## src/rtl/noc_pkg.sv

```systemverilog
//==============================================================================
// Package : noc_pkg
// Shared NoC packet format and packet_send_arbiter state encoding.
// Rev 1.0 : initial release
//==============================================================================
`default_nettype none

package noc_pkg;

   localparam int PKT_W   = 35;

   localparam int DST_MSB = 34;
   localparam int DST_LSB = 31;
   localparam int SRC_MSB = 30;
   localparam int SRC_LSB = 27;
   localparam int TYP_MSB = 26;
   localparam int TYP_LSB = 25;
   localparam int PAY_MSB = 24;
   localparam int PAY_LSB = 0;

   typedef logic [PKT_W-1:0] pkt_t;

   typedef enum logic [1:0] {
      IDLE    = 2'd0,
      CAPTURE = 2'd1,
      SEND    = 2'd2,
      RETURN  = 2'd3
   } send_arb_state_t;

endpackage

`default_nettype wire

```

## src/rtl/packet_send_arbiter_rr_arbiter.sv

```systemverilog
//==============================================================================
// Module : rr_arbiter
// Combinational rotating-priority picker: first request at or after i_ptr.
// Rev 1.0 : initial release
//==============================================================================
`default_nettype none

module rr_arbiter #(
   parameter  int N  = 4,
   localparam int IW = $clog2(N)
) (
   input  logic [N-1:0]  i_req,
   input  logic [IW-1:0] i_ptr,
   output logic [N-1:0]  o_gnt,
   output logic [IW-1:0] o_idx,
   output logic          o_any
);

   logic [IW-1:0] w_idx [N];
   logic [N-1:0]  w_rot;

   // w_rot[k] is the request sitting k places after the pointer
   for (genvar k = 0; k < N; k++) begin : g_rot
      assign w_idx[k] = IW'((int'(i_ptr) + k) % N);
      assign w_rot[k] = i_req[w_idx[k]];
   end

   always_comb begin
      o_any = 1'b0;
      o_idx = '0;
      for (int k = N-1; k >= 0; k--) begin
         if (w_rot[k]) begin
            o_any = 1'b1;
            o_idx = w_idx[k];
         end
      end
      o_gnt = o_any ? (N'(1) << o_idx) : '0;
   end

endmodule

`default_nettype wire

```

## src/rtl/packet_send_arbiter.sv

```systemverilog
//==============================================================================
// Module : packet_send_arbiter
// Round-robin share of one 4-phase NoC injection port among N_PORTS packetizers.
// Rev 1.0 : initial release
//==============================================================================
`default_nettype none

module packet_send_arbiter
   import noc_pkg::*;
#(
   parameter  int N_PORTS = 4,
   parameter  int PKT_W   = noc_pkg::PKT_W,
   parameter  int CNT_W   = 16,
   localparam int IDX_W   = $clog2(N_PORTS)
) (
   input  logic                     clk,
   input  logic                     rst_n,
   input  logic [N_PORTS-1:0]       in_req,
   output logic [N_PORTS-1:0]       in_ack,
   input  logic [N_PORTS*PKT_W-1:0] in_data,
   output logic                     out_req,
   input  logic                     out_ack,
   output logic [PKT_W-1:0]         out_data,
   output logic [IDX_W-1:0]         grant_idx,
   output logic                     busy,
   output logic [CNT_W-1:0]         pkt_count
);

   send_arb_state_t      r_state, w_state_nxt;
   logic [PKT_W-1:0]     r_buf, w_buf_nxt;
   logic [IDX_W-1:0]     r_rr_ptr, w_rr_ptr_nxt;
   logic [IDX_W-1:0]     r_grant, w_grant_nxt;
   logic [N_PORTS-1:0]   r_in_ack, w_in_ack_nxt;
   logic                 r_out_req, w_out_req_nxt;
   logic [PKT_W-1:0]     r_out_data, w_out_data_nxt;
   logic                 r_busy, w_busy_nxt;
   logic [CNT_W-1:0]     r_cnt, w_cnt_nxt;

   logic [N_PORTS-1:0]   w_arb_gnt;
   logic [IDX_W-1:0]     w_arb_idx;
   logic                 w_arb_any;
   logic [PKT_W-1:0]     w_sel_data;
   logic                 w_sel_req;

   rr_arbiter #(.N(N_PORTS)) u_rr_arbiter (
      .i_req (in_req),
      .i_ptr (r_rr_ptr),
      .o_gnt (w_arb_gnt),
      .o_idx (w_arb_idx),
      .o_any (w_arb_any)
   );

   assign w_sel_data = in_data[w_arb_idx*PKT_W +: PKT_W];
   assign w_sel_req  = in_req[r_grant];

   always_ff @(posedge clk or negedge rst_n) begin
      if (!rst_n) begin
         r_state    <= IDLE;
         r_buf      <= '0;
         r_rr_ptr   <= '0;
         r_grant    <= '0;
         r_in_ack   <= '0;
         r_out_req  <= 1'b0;
         r_out_data <= '0;
         r_busy     <= 1'b0;
         r_cnt      <= '0;
      end else begin
         r_state    <= w_state_nxt;
         r_buf      <= w_buf_nxt;
         r_rr_ptr   <= w_rr_ptr_nxt;
         r_grant    <= w_grant_nxt;
         r_in_ack   <= w_in_ack_nxt;
         r_out_req  <= w_out_req_nxt;
         r_out_data <= w_out_data_nxt;
         r_busy     <= w_busy_nxt;
         r_cnt      <= w_cnt_nxt;
      end
   end

   always_comb begin
      w_state_nxt = r_state;
      case (r_state)
         IDLE:    if (w_arb_any)  w_state_nxt = CAPTURE;
         CAPTURE: if (!w_sel_req) w_state_nxt = SEND;
         SEND:    if (out_ack)    w_state_nxt = RETURN;
         RETURN:  if (!out_ack)   w_state_nxt = IDLE;
         default:                 w_state_nxt = IDLE;
      endcase
   end

   // Next values for the registered outputs; everything holds unless its transition fires
   always_comb begin
      w_buf_nxt      = r_buf;
      w_rr_ptr_nxt   = r_rr_ptr;
      w_grant_nxt    = r_grant;
      w_in_ack_nxt   = r_in_ack;
      w_out_req_nxt  = r_out_req;
      w_out_data_nxt = r_out_data;
      w_cnt_nxt      = r_cnt;
      case (r_state)
         IDLE: begin
            if (w_arb_any) begin
               w_buf_nxt    = w_sel_data;
               w_grant_nxt  = w_arb_idx;
               w_in_ack_nxt = w_arb_gnt;
            end
         end
         CAPTURE: begin
            if (!w_sel_req) begin
               w_in_ack_nxt   = '0;
               w_out_req_nxt  = 1'b1;
               w_out_data_nxt = r_buf;
            end
         end
         SEND: begin
            if (out_ack) w_out_req_nxt = 1'b0;
         end
         RETURN: begin
            if (!out_ack) begin
               w_cnt_nxt    = r_cnt + CNT_W'(1);
               w_rr_ptr_nxt = (r_grant == IDX_W'(N_PORTS-1)) ? '0 : r_grant + IDX_W'(1);
            end
         end
         default: ;
      endcase
      w_busy_nxt = (w_state_nxt != IDLE);
   end

   assign in_ack    = r_in_ack;
   assign out_req   = r_out_req;
   assign out_data  = r_out_data;
   assign grant_idx = r_grant;
   assign busy      = r_busy;
   assign pkt_count = r_cnt;

endmodule

`default_nettype wire

```

## config.mk

```make
export PLATFORM = sky130hd
export DESIGN_NAME = packet_send_arbiter
export DESIGN_NICKNAME = d
export VERILOG_FILES = /design/src/rtl/noc_pkg.sv /design/src/rtl/packet_send_arbiter_rr_arbiter.sv /design/src/rtl/packet_send_arbiter.sv
export SDC_FILE = /design/constraint.sdc
export NUM_CORES = 1
export LEC_CHECK = 0
export BUFFER_PORTS_ARGS = -buffer_cell sky130_fd_sc_hd__buf_2
export CORE_MARGIN = 4
export CORE_UTILIZATION = 52
export DETAILED_ROUTE_END_ITERATION = 8
export GPL_TIMING_DRIVEN = 0
export PLACE_DENSITY = 0.86
export SYNTH_ARGS = -nofsm -noshare
export SYNTH_HDL_FRONTEND = slang
export SYNTH_HIERARCHICAL = 1
export SYNTH_SLANG_ARGS = --single-unit
```

## constraint.sdc

```tcl
create_clock -name clk -period 3.3 [get_ports clk]
set_input_delay 0.66 -clock clk [delete_from_list [all_inputs] [get_ports clk]]
set_output_delay 0.66 -clock clk [all_outputs]
set_load 0.01 [all_outputs]
```

==> reports/summary.txt <==
Status -> finished, final reports clean
EDFF count, synth -> 0
Synth top area share -> 50.5%
Iteration count of the initial detailed-routing pass -> 4
Ports -> 206
Port Buffers -> 205
Area growth syn-to-layout -> 28.9%
CTS tree -> done
Final hold violations -> 0
Worst path required time -> 3540 ps
Clock Pin Slew Worst Setup and Hold Paths -> 100 ps
CTS max path bufs -> 2
Placed Area -> 6050 um^2
Final Instance Area -> 6260 um^2
H-tree depth -> 3
Async SR Flop Fraction -> 100%
Fmax -> 0.381 GHz
RSZ-0062 raised after global routing -> no
GRT Total Usage -> 22.2%
Post-synthesis sequential area ratio -> 50.5%
Yosys cell types -> 40
Leak -> 3.22 nW
# hold bufs at CTS -> 0
Worst Setup End Kind -> flip-flop
Tmin final -> 2620 ps
CP Max Fanout -> 10
Mapped Cells -> 410
Vias in the first global route -> 4,063
Mean Syn Cell Area -> 11.8 um^2
Inserted Diodes -> 0
Share of layout cells above drive strength 1 -> 49.2%
Finished Core Util -> 68.4%
DR vias/cell -> 5.29
# nets final -> 776
Die Y -> 105 um
# DRC -> 0
Area leader, netlist -> dfrtp_1
Crit path launch type -> flip-flop
Wire length of the first global-routing pass -> 19,600 um
Top cells by area, synth -> dfrtp_1, mux4_2, nand2_1
Post-DP HPWL -> 9200 um
Wire per inst -> 15.9 um
CP arrival -> 2870 ps
Synthesis Warnings -> 6
FP Rows -> 35
Setup violations, final -> 0
Largest net degree at the start of global routing -> 57
Net Count, Synth -> 559
GR Overflow Total -> 0
Worst Hold Class -> primary input to asynchronous set/reset pin
Synthesized area -> 4860 um^2
CTS Root Cell -> clkbuf_8
Core ar. -> 9150 um^2
Top FF cell, synth -> dfrtp_1
Total CTS buffers -> 9
Initial DRC Count -> 128
Yosys reg bits -> 98
Drt total wl -> 11,800 um
Setup TNS -> 0 ps
Max VDD drop -> 374 uV
# fillers -> 713
Actual slew at the worst max-slew pin -> 601 ps
Final Skew -> 10.7 ps
Pwr/cell area -> 808 nW/um^2
CTS sink count -> 98
Starting Density -> 53.1%
Routed Antenna Nets -> 0
Resized Gates After CTS -> 0
Slew Viols, Final -> 0
Die footprint -> 11,000 um^2
Slew margin rel. -> 60.0%
Final worst-path cycle share -> 79.5%
Number of max-cap violations -> 0
Clk_lat worst skew -> 350 ps
Initial antenna violation count -> 0
Postcts setup bufs -> 0
Die W -> 105 um
Crit Path Category -> flip-flop to flip-flop
GPL Wtd Cong -> 0.774
Vias -> 3,932
cell usage in the layout (no fill, tap or decap), types with 2 or more instances in the layout:
| cell | n |
|---|---|
| nand2b_1 | 2 |
| inv_1 | 2 |
| xor2_1 | 3 |
| dfrtp_1 | 98 |
| buf_2 | 210 |
| nand3_1 | 7 |
| nor2b_1 | 2 |
| ha_1 | 2 |
| a21oi_1 | 7 |
| nand2_1 | 137 |
| o21ai_0 | 6 |
| mux2_2 | 29 |
| clkbuf_8 | 10 |
| and3_1 | 3 |
| clkbuf_1 | 13 |
| nand4_1 | 2 |
| nor2_1 | 10 |
| buf_4 | 4 |
| mux4_2 | 36 |
| inv_6 | 2 |
| nor3_1 | 4 |
| mux2_4 | 6 |
| buf_6 | 2 |
| xnor2_1 | 12 |
registers in the layout, summed over array words and instances, names as in the netlist:
| register | count |
|---|---|
| pkt_count | 16 |
| out_data | 35 |
| busy | 1 |
| in_ack | 4 |
| r_buf | 35 |
| grant_idx | 2 |
| out_req | 1 |
| r_rr_ptr | 2 |
| r_state | 2 |
synthesized netlist by cell type (2+ instances only):
cell type,number
inv_1,2
and3_1,3
buf_4,3
nor3_1,4
nand3_1,7
nand2_1,137
mux2_4,6
nand4_1,2
nand2b_1,2
xor2_1,3
nor2b_1,2
mux4_2,36
a21oi_1,7
mux2_2,29
buf_2,6
buf_6,2
dfrtp_1,98
ha_1,2
o21ai_0,6
xnor2_1,12
nor2_1,10
clkbuf_1,13
worst max-delay path: stages (launching register included):
cell,delay [ps]
dfrtp_1,470
nand2b_1,220
o22ai_1,170
o22a_1,130
clkbuf_1,450
clkbuf_1,530
mux4_2,410
nand2_1,80
nand2_1,50
metrics by stage:
stage               hold WS (ps)  total power [mW]  setup slack [ps]  cells
floorplan                    364              3.53               903    410
global placement             453              4.18               475    726
detailed placement           458              4.29               407    727
CTS                          289              5.11               661    743
global route                 309              5.45               461    743
finish                       286              5.06               677    743
final cells by class:
class | count | area [um^2] | area share (%)
Sequential cell | 98 | 2450 | 39.2
Multi-Input combinational cell | 284 | 2250 | 36.0
Timing Repair Buffer | 206 | 1060 | 16.9
Buffer | 25 | 139 | 2.22
Tap cell | 111 | 139 | 2.22
Clock buffer | 10 | 138 | 2.20
Clock inverter | 6 | 72.6 | 1.16
Inverter | 3 | 11.3 | 0.180
report_power, final:
part           switching, mW  internal [mW]  total [mW]
combinational           1.11           1.11        2.22
sequential             0.315           1.71        2.03
clock                  0.432          0.383       0.815
total                   1.86           3.20        5.06
per-layer routing:
layer  share of wire [%]  vias up  global-route usage, %
met5                   0        -                      0
met4                0.85        0                   5.90
met3                 6.7       10                   4.57
met2                  52      164                   38.6
met1                  41     1904                   28.4
li1                    -     1854                      -
cells by family (layout without fill, tap and decap cells):
logic type	after synthesis	count (layout)	share of synthesized area, %
multiplexers	71	71	25.3
XOR/XNOR	15	15	2.70
buffers and inverters	28	250	3.09
flip-flops	98	98	50.5
adder cells (fa/ha/maj)	2	2	0.515
AND/OR/NAND/NOR	173	173	14.8
AO/OA/AOI/OAI	23	23	3.09
final timing paths:
kind / start / end / slack, ps / depth (start not counted)
setup / recovery: r_rr_ptr[1]$_DFFE_PN0P_ / r_buf[26]$_DFFE_PN0P_ / 680 / 8
hold / removal: rst_n / pkt_count[7]$_DFFE_PN0P_ / 290 / 1
setup reg to reg: r_rr_ptr[1]$_DFFE_PN0P_ / r_buf[26]$_DFFE_PN0P_ / 680 / 8
hold reg to reg: pkt_count[15]$_DFFE_PN0P_ / pkt_count[15]$_DFFE_PN0P_ / 470 / 1
max in group asynchronous: rst_n / out_data[9]$_DFFE_PN0P_ / 2350 / 2
min in group clk: pkt_count[15]$_DFFE_PN0P_ / pkt_count[15]$_DFFE_PN0P_ / 470 / 1
(Power assumes the default switching activity.)
